--- config.mk ---
export PLATFORM = sky130hd
export DESIGN_NAME = t04_screen_bus_rx
export DESIGN_NICKNAME = d
export VERILOG_FILES = /design/src/rtl/t04_screen_rx_pkg.sv /design/src/rtl/t04_bus_sync.sv /design/src/rtl/t04_screen_bus_rx.sv
export SDC_FILE = /design/constraint.sdc
export NUM_CORES = 1
export LEC_CHECK = 0
export ABC_AREA = 1
export CORE_MARGIN = 3
export CORE_UTILIZATION = 50
export CTS_CLUSTER_DIAMETER = 200
export DETAILED_ROUTE_END_ITERATION = 10
export PLACE_DENSITY_LB_ADDON = 0.2
export SETUP_SLACK_MARGIN = 0.2
export SLEW_MARGIN = 30
export SYNTH_ARGS = -nofsm -noshare
export SYNTH_HDL_FRONTEND = slang
export SYNTH_HIERARCHICAL = 1
export SYNTH_SLANG_ARGS = --single-unit
--- constraint.sdc ---
create_clock -name clk -period 4.3 [get_ports clk]
set_input_delay 0.645 -clock clk [delete_from_list [all_inputs] [get_ports clk]]
set_output_delay 0.645 -clock clk [all_outputs]
set_load 0.05 [all_outputs]
--- src/rtl/t04_screen_rx_pkg.sv ---
// Shared command codes, decode states and coordinate helpers for the
// 8080-style screen bus receiver.
package t04_screen_rx_pkg;

  localparam int COORD_W = 9;

  localparam logic [7:0] CMD_NOP   = 8'h00;
  localparam logic [7:0] CMD_CASET = 8'h2A;
  localparam logic [7:0] CMD_PASET = 8'h2B;
  localparam logic [7:0] CMD_RAMWR = 8'h2C;

  typedef enum logic [2:0] {
    ST_IDLE,
    ST_CASET,
    ST_PASET,
    ST_RAMWR,
    ST_OTHER
  } decode_state_t;

  function automatic decode_state_t cmd_to_state(input logic [7:0] code);
    case (code)
      CMD_NOP:   return ST_IDLE;
      CMD_CASET: return ST_CASET;
      CMD_PASET: return ST_PASET;
      CMD_RAMWR: return ST_RAMWR;
      default:   return ST_OTHER;
    endcase
  endfunction

  // Saturate a 16-bit bus coordinate onto the panel range.
  function automatic logic [COORD_W-1:0] clamp_coord(input logic [15:0] value,
                                                     input logic [15:0] max_value);
    return (value > max_value) ? max_value[COORD_W-1:0] : value[COORD_W-1:0];
  endfunction

endpackage

--- src/rtl/t04_bus_sync.sv ---
// Brings the asynchronous write bus into the clk domain and flags
// accepted bytes (wrx rise while selected) and chip-select release.
module t04_bus_sync
  #(parameter int SYNC_STAGES = 2)
  (
    input  logic       clk,
    input  logic       rst,
    input  logic       csx,
    input  logic       dcx,
    input  logic       wrx,
    input  logic [7:0] data,
    output logic       byte_stb,
    output logic       byte_dcx,
    output logic [7:0] byte_data,
    output logic       cs_abort
  );

  // Idle bus: deselected with the strobe parked high, so reset never fakes an edge.
  localparam logic [10:0] IDLE_BUS = {1'b1, 1'b0, 1'b1, 8'h00};

  logic [10:0] sync_q [SYNC_STAGES];
  logic        wrx_prev;
  logic        csx_prev;
  logic        csx_s;
  logic        wrx_s;

  always_ff @(posedge clk) begin
    if (!rst) begin
      for (int i = 0; i < SYNC_STAGES; i++) sync_q[i] <= IDLE_BUS;
      wrx_prev <= 1'b1;
      csx_prev <= 1'b1;
    end else begin
      sync_q[0] <= {csx, dcx, wrx, data};
      for (int i = 1; i < SYNC_STAGES; i++) sync_q[i] <= sync_q[i-1];
      wrx_prev <= wrx_s;
      csx_prev <= csx_s;
    end
  end

  assign csx_s     = sync_q[SYNC_STAGES-1][10];
  assign byte_dcx  = sync_q[SYNC_STAGES-1][9];
  assign wrx_s     = sync_q[SYNC_STAGES-1][8];
  assign byte_data = sync_q[SYNC_STAGES-1][7:0];

  assign byte_stb = wrx_s & ~wrx_prev & ~csx_s;
  assign cs_abort = csx_s & ~csx_prev;

endmodule

--- src/rtl/t04_screen_bus_rx.sv ---
// Display-side decoder for CASET/PASET/RAMWR over the 8080 write bus.
// Optional running pixel checksum enabled by T04_SCREEN_RX_CHECKSUM_EN.
module t04_screen_bus_rx
  import t04_screen_rx_pkg::*;
  #(
    parameter int WIDTH       = 240,
    parameter int HEIGHT      = 320,
    parameter int SYNC_STAGES = 2
  )
  (
    input  logic               clk,
    input  logic               rst,
    input  logic               csx,
    input  logic               dcx,
    input  logic               wrx,
    input  logic [7:0]         data,
    output logic               pix_valid,
    output logic [COORD_W-1:0] pix_x,
    output logic [COORD_W-1:0] pix_y,
    output logic [15:0]        pix_color,
    output logic               cmd_valid,
    output logic [7:0]         cmd_code,
    output logic [31:0]        pix_sum
  );

  localparam logic [15:0] X_MAX = 16'(WIDTH - 1);
  localparam logic [15:0] Y_MAX = 16'(HEIGHT - 1);

  logic       byte_stb;
  logic       byte_dcx;
  logic [7:0] byte_data;
  logic       cs_abort;

  t04_bus_sync #(.SYNC_STAGES(SYNC_STAGES)) u_sync (
    .clk       (clk),
    .rst       (rst),
    .csx       (csx),
    .dcx       (dcx),
    .wrx       (wrx),
    .data      (data),
    .byte_stb  (byte_stb),
    .byte_dcx  (byte_dcx),
    .byte_data (byte_data),
    .cs_abort  (cs_abort)
  );

  decode_state_t      state_q, state_d;
  logic [2:0]         param_idx_q, param_idx_d;
  logic               byte_phase_q, byte_phase_d;
  logic [7:0]         hi_byte_q, hi_byte_d;
  logic [15:0]        start_q, start_d;
  logic [7:0]         end_hi_q, end_hi_d;
  logic [COORD_W-1:0] xs_q, xs_d, xe_q, xe_d, ys_q, ys_d, ye_q, ye_d;
  logic [COORD_W-1:0] cur_x_q, cur_x_d, cur_y_q, cur_y_d;
  logic               pix_valid_d, cmd_valid_d;
  logic [COORD_W-1:0] pix_x_d, pix_y_d;
  logic [15:0]        pix_color_d;
  logic [7:0]         cmd_code_d;
  logic [15:0]        coord_limit;
  logic [COORD_W-1:0] commit_start, commit_end;

  // Window value that the fourth CASET/PASET parameter would commit.
  always_comb begin
    coord_limit  = (state_q == ST_PASET) ? Y_MAX : X_MAX;
    commit_start = clamp_coord(start_q, coord_limit);
    commit_end   = clamp_coord({end_hi_q, byte_data}, coord_limit);
    if (commit_end < commit_start) commit_end = commit_start;
  end

  always_comb begin
    state_d      = state_q;
    param_idx_d  = param_idx_q;
    byte_phase_d = byte_phase_q;
    hi_byte_d    = hi_byte_q;
    start_d      = start_q;
    end_hi_d     = end_hi_q;
    xs_d         = xs_q;
    xe_d         = xe_q;
    ys_d         = ys_q;
    ye_d         = ye_q;
    cur_x_d      = cur_x_q;
    cur_y_d      = cur_y_q;
    pix_valid_d  = 1'b0;
    pix_x_d      = pix_x;
    pix_y_d      = pix_y;
    pix_color_d  = pix_color;
    cmd_valid_d  = 1'b0;
    cmd_code_d   = cmd_code;

    if (byte_stb) begin
      if (!byte_dcx) begin
        cmd_valid_d  = 1'b1;
        cmd_code_d   = byte_data;
        state_d      = cmd_to_state(byte_data);
        param_idx_d  = '0;
        byte_phase_d = 1'b0;
        if (byte_data == CMD_RAMWR) begin
          cur_x_d = xs_q;
          cur_y_d = ys_q;
        end
      end else begin
        case (state_q)
          ST_CASET, ST_PASET: begin
            if (param_idx_q != 3'd4) param_idx_d = param_idx_q + 3'd1;
            case (param_idx_q)
              3'd0: start_d[15:8] = byte_data;
              3'd1: start_d[7:0]  = byte_data;
              3'd2: end_hi_d      = byte_data;
              3'd3: begin
                if (state_q == ST_CASET) begin
                  xs_d = commit_start;
                  xe_d = commit_end;
                end else begin
                  ys_d = commit_start;
                  ye_d = commit_end;
                end
              end
              default: ;
            endcase
          end
          ST_RAMWR: begin
            if (!byte_phase_q) begin
              hi_byte_d    = byte_data;
              byte_phase_d = 1'b1;
            end else begin
              byte_phase_d = 1'b0;
              pix_valid_d  = 1'b1;
              pix_color_d  = {hi_byte_q, byte_data};
              pix_x_d      = cur_x_q;
              pix_y_d      = cur_y_q;
              if (cur_x_q == xe_q) begin
                cur_x_d = xs_q;
                cur_y_d = (cur_y_q == ye_q) ? ys_q : cur_y_q + 1'b1;
              end else begin
                cur_x_d = cur_x_q + 1'b1;
              end
            end
          end
          default: ;
        endcase
      end
    end

    // Deselect drops any half-finished transaction after the byte above lands.
    if (cs_abort) begin
      state_d      = ST_IDLE;
      param_idx_d  = '0;
      byte_phase_d = 1'b0;
    end
  end

  always_ff @(posedge clk) begin
    if (!rst) begin
      state_q      <= ST_IDLE;
      param_idx_q  <= '0;
      byte_phase_q <= 1'b0;
      hi_byte_q    <= '0;
      start_q      <= '0;
      end_hi_q     <= '0;
      xs_q         <= '0;
      xe_q         <= X_MAX[COORD_W-1:0];
      ys_q         <= '0;
      ye_q         <= Y_MAX[COORD_W-1:0];
      cur_x_q      <= '0;
      cur_y_q      <= '0;
      pix_valid    <= 1'b0;
      pix_x        <= '0;
      pix_y        <= '0;
      pix_color    <= '0;
      cmd_valid    <= 1'b0;
      cmd_code     <= '0;
    end else begin
      state_q      <= state_d;
      param_idx_q  <= param_idx_d;
      byte_phase_q <= byte_phase_d;
      hi_byte_q    <= hi_byte_d;
      start_q      <= start_d;
      end_hi_q     <= end_hi_d;
      xs_q         <= xs_d;
      xe_q         <= xe_d;
      ys_q         <= ys_d;
      ye_q         <= ye_d;
      cur_x_q      <= cur_x_d;
      cur_y_q      <= cur_y_d;
      pix_valid    <= pix_valid_d;
      pix_x        <= pix_x_d;
      pix_y        <= pix_y_d;
      pix_color    <= pix_color_d;
      cmd_valid    <= cmd_valid_d;
      cmd_code     <= cmd_code_d;
    end
  end

`ifdef T04_SCREEN_RX_CHECKSUM_EN
  logic [31:0] sum_q, sum_d;

  // Checksum restarts with each RAMWR so one frame can be compared at a time.
  always_comb begin
    sum_d = sum_q;
    if (byte_stb && !byte_dcx && (byte_data == CMD_RAMWR)) sum_d = '0;
    else if (pix_valid_d) sum_d = sum_q + {16'h0000, pix_color_d};
  end

  always_ff @(posedge clk) begin
    if (!rst) sum_q <= '0;
    else      sum_q <= sum_d;
  end

  assign pix_sum = sum_q;
`else
  assign pix_sum = '0;
`endif

endmodule

==> impl_metrics.csv <==
group,metric,value,unit
outcome,status,"completed",
pwr,peakVddDrop,317,uV
timing,clock_skew,0.00804,ns
min_path,hp-class,"register to register",
pwr,power_frac_clock,0.472,
worst_setup_path,end_kind,"register",
pwr,power.total,0.00320,W
timing,hold_violations,0,
floorplan,dieArea,16300,um^2
worst_setup_path,crit_type,"register to register",
global_route,grt.met1_usage,0.313,
placement,port_buffers,56,
global_route,antenna_found_initial,0,
timing,max_freq,280,MHz
timing,setup_viol,0,
clocking,cts_tree,"yes",
finish,fin_nets,1062,
detailed_routing,wl_per_cell,13.9,um
global_route,grt_pass1_wl,27900,um
worst_setup_path,rr_worst_depth,24,
worst_setup_path,r2r_end,"xe_q[4]",
pwr,leakagePower,3.86,nW
yosys,synth_area_per_cell,7.50,um^2
clocking,clock_path_buffers,2,
clocking,cts_max_level,4,
job,cap_violations,0,
timing,min_period,3.58,ns
finish,largest_reg_flops,22,
global_route,gr-max-usage-layer,"met2",
global_route,use_met2,0.315,
yosys,ys_seq_area_frac,0.434,
clocking,clk_root_buffer_cell,"clkbuf_16",
yosys,synth_area,7420,um^2
detailed_routing,ant_nets,0,
worst_setup_path,r2r-start,"state_q[1]",
yosys,yosys_warnings,6,
detailed_routing,drc_errors,0,
global_route,grt_pass1_vias,5523,
pwr,power.switching,0.000777,W
finish,largestRegisters,"u_sync/sync_q (22), pix_color (16), start_q (16)",
timing,maxSlewViolCount,0,
worst_setup_path,crit_arrival,3.90,ns
yosys,yosysUniqueCellTypes,38,
clocking,path_clk_slew,0.06,ns
yosys,synth_flop_cell,"dfxtp_1",
worst_setup_path,worstPathRequired,4.62,ns
floorplan,die_h,128,um
worst_setup_path,cp_max_fo,10,
clocking,cts.sinks,161,
timing,final.period_utilization,0.832,
clocking,cts_setup_buffers,0,
clocking,clock_latency,0.42,ns
floorplan,io_pins,89,
yosys,ys_ff_latch,161,
clocking,cts_resized,0,
pwr,powerDensity,378,nW/um^2
yosys,async_flop_share,0,
pwr,seqPwrFrac,0.474,
placement,routabilityCongestion,0.874,
pwr,p_comb_frac,0.055,
yosys,syn_inst,989,
clocking,cts_buffers,17,
global_route,grt_max_degree,101,
finish,n_antenna_cell,0,
detailed_routing,drt_iter0_markers,536,
floorplan,rows,43,
timing,rsz0062_at_grt,"no",
detailed_routing,drt_wl_total,17000,um
floorplan,start_util,0.522,
timing,tightestPinTransition,0.876,ns
pwr,swShare,0.243,
finish,final_layout_size_suffix_gt1_frac,0.0683,
pwr,p_int,0.00242,W
finish,syn2layout_area_growth,14.1,%
global_route,gr-usage-all-layers,0.214,
floorplan,die_x,128,um
finish,fin_util,0.596,
clocking,hold_buffers,0,
timing,fin_tns_setup,0,ns
worst_setup_path,setup.worst_path.start_class,"register",
detailed_routing,via_per_inst,5.05,
global_route,overflow,0,
detailed_routing,dr.pass1.iters,5,
yosys,synth-edff-count,0,
worst_setup_path,reg2reg_slack,0.72,ns
detailed_routing,num_vias,6161,
finish,regMostFlops,"u_sync/sync_q",
floorplan,coreArea,14200,um^2
min_path,holdCritStartpoint,"u_sync/sync_q[0][3]",
min_path,hold_depth,2,
min_path,holdPathEnd,"u_sync/sync_q[0][14]",
timing,timing.hold.ws,0.408,ns
timing,relSlewSlack,0.416,
placement,dp_hpwl,11900,um
global_route,met3_usage,0.0450,
==> layout make-up <==
| cell class | count | area, um^2 |
|---|---|---|
| fill | 1334 | 5740 |
| multi-input combinational | 657 | 3340 |
| sequential | 161 | 3220 |
| timing repair buffer | 63 | 611 |
| inverter | 126 | 473 |
| clock buffer | 19 | 443 |
| tap | 180 | 225 |
| clock inverter | 13 | 150 |
==> power by group through the flow <==
stage	clock, W	sequential [W]	combinational, W
floorplan	0	0.00154	0.000168
global placement	0	0.00155	0.000173
detailed placement	0	0.00155	0.000173
CTS	0.00153	0.00151	0.000173
global route	0.00159	0.00151	0.000191
finish	0.00151	0.00151	0.000174
==> Yosys cell counts, drive strengths merged (2+ instances only) <==
library cell	count	share of area
o21ai	103	0.069
a31oi	2	0.0017
a21oi	90	0.061
ha	23	0.039
nor2	130	0.066
nor3	13	0.014
or2	4	0.0037
clkbuf	15	0.0076
a211oi	2	0.0020
buf	61	0.060
nand2	158	0.084
nand3	43	0.030
xnor2	8	0.0094
inv	125	0.063
o211ai	15	0.015
xor2	19	0.022
nand4	12	0.014
dfxtp	161	0.43
==> cells by family (layout without fill, tap and decap cells) <==
logic type | count (synthesis) | after routing | share of synthesized area
fa+ha+maj | 23 | 23 | 0.0388
flops | 161 | 161 | 0.434
compound gates | 213 | 213 | 0.150
xor+xnor | 27 | 27 | 0.0319
simple gates | 362 | 362 | 0.213
other cells | 1 | 32 | 0.000505
buf+inv | 202 | 221 | 0.131
==> metal layers <==
layer | wire length, um | vias up
li1 | - | 3187
met3 | 1090 | 17
met2 | 7340 | 176
met5 | 0 | -
met4 | 208 | 0
met1 | 8350 | 2781
==> critical path, cell delays in order (launching register included) <==
cell     delay [ns]
dfxtp_1        0.35
inv_1          0.09
nor3_2         0.34
inv_2          0.18
ha_1           0.32
inv_1          0.04
nor2_1         0.08
nand2_1        0.07
inv_1          0.06
nand2_1        0.05
nand2_1        0.05
nand2_1        0.07
inv_2          0.13
nand2_1        0.11
o21ai_0        0.10
inv_1          0.09
ha_1           0.30
a21oi_1        0.12
o21ai_0        0.10
nor2_1         0.32
nand2_2        0.19
nand2_1        0.12
nand3_1        0.08
nand2_1        0.09
inv_1          0.04
==> cells in the final DEF (no fill, tap or decap), types with 19 or more instances in the layout <==
cell,instances
a21oi_1,90
clkdlybuf4s50_1,55
conb_1,32
dfxtp_1,161
ha_1,23
inv_1,114
nand2_1,149
nand3_1,42
nor2_1,130
o21ai_0,89
xor2_1,19
==> how the worst max path moves through the flow <==
stage               endpoint        from  slack (ns)  depth (start not counted)
floorplan            xe_q[4]  state_q[2]        1.13                         23
global placement     xe_q[4]  state_q[1]        0.85                         22
detailed placement   xe_q[4]  state_q[1]        0.78                         23
CTS                  xe_q[4]  state_q[2]        0.72                         22
global route         xe_q[4]  state_q[1]        0.28                         22
finish               xe_q[4]  state_q[1]        0.72                         24
==> through the flow <==
step,setup slack (ns),std cells,instance area [um^2]
after CTS,0.722,1219,8460
after floorplan,1.13,1020,7540
after global routing,0.284,1219,8460
after detailed placement,0.785,1187,7870
final,0.724,1219,8460
after global placement,0.848,1187,7870
Note: power is estimated with default switching activity, not from simulation.
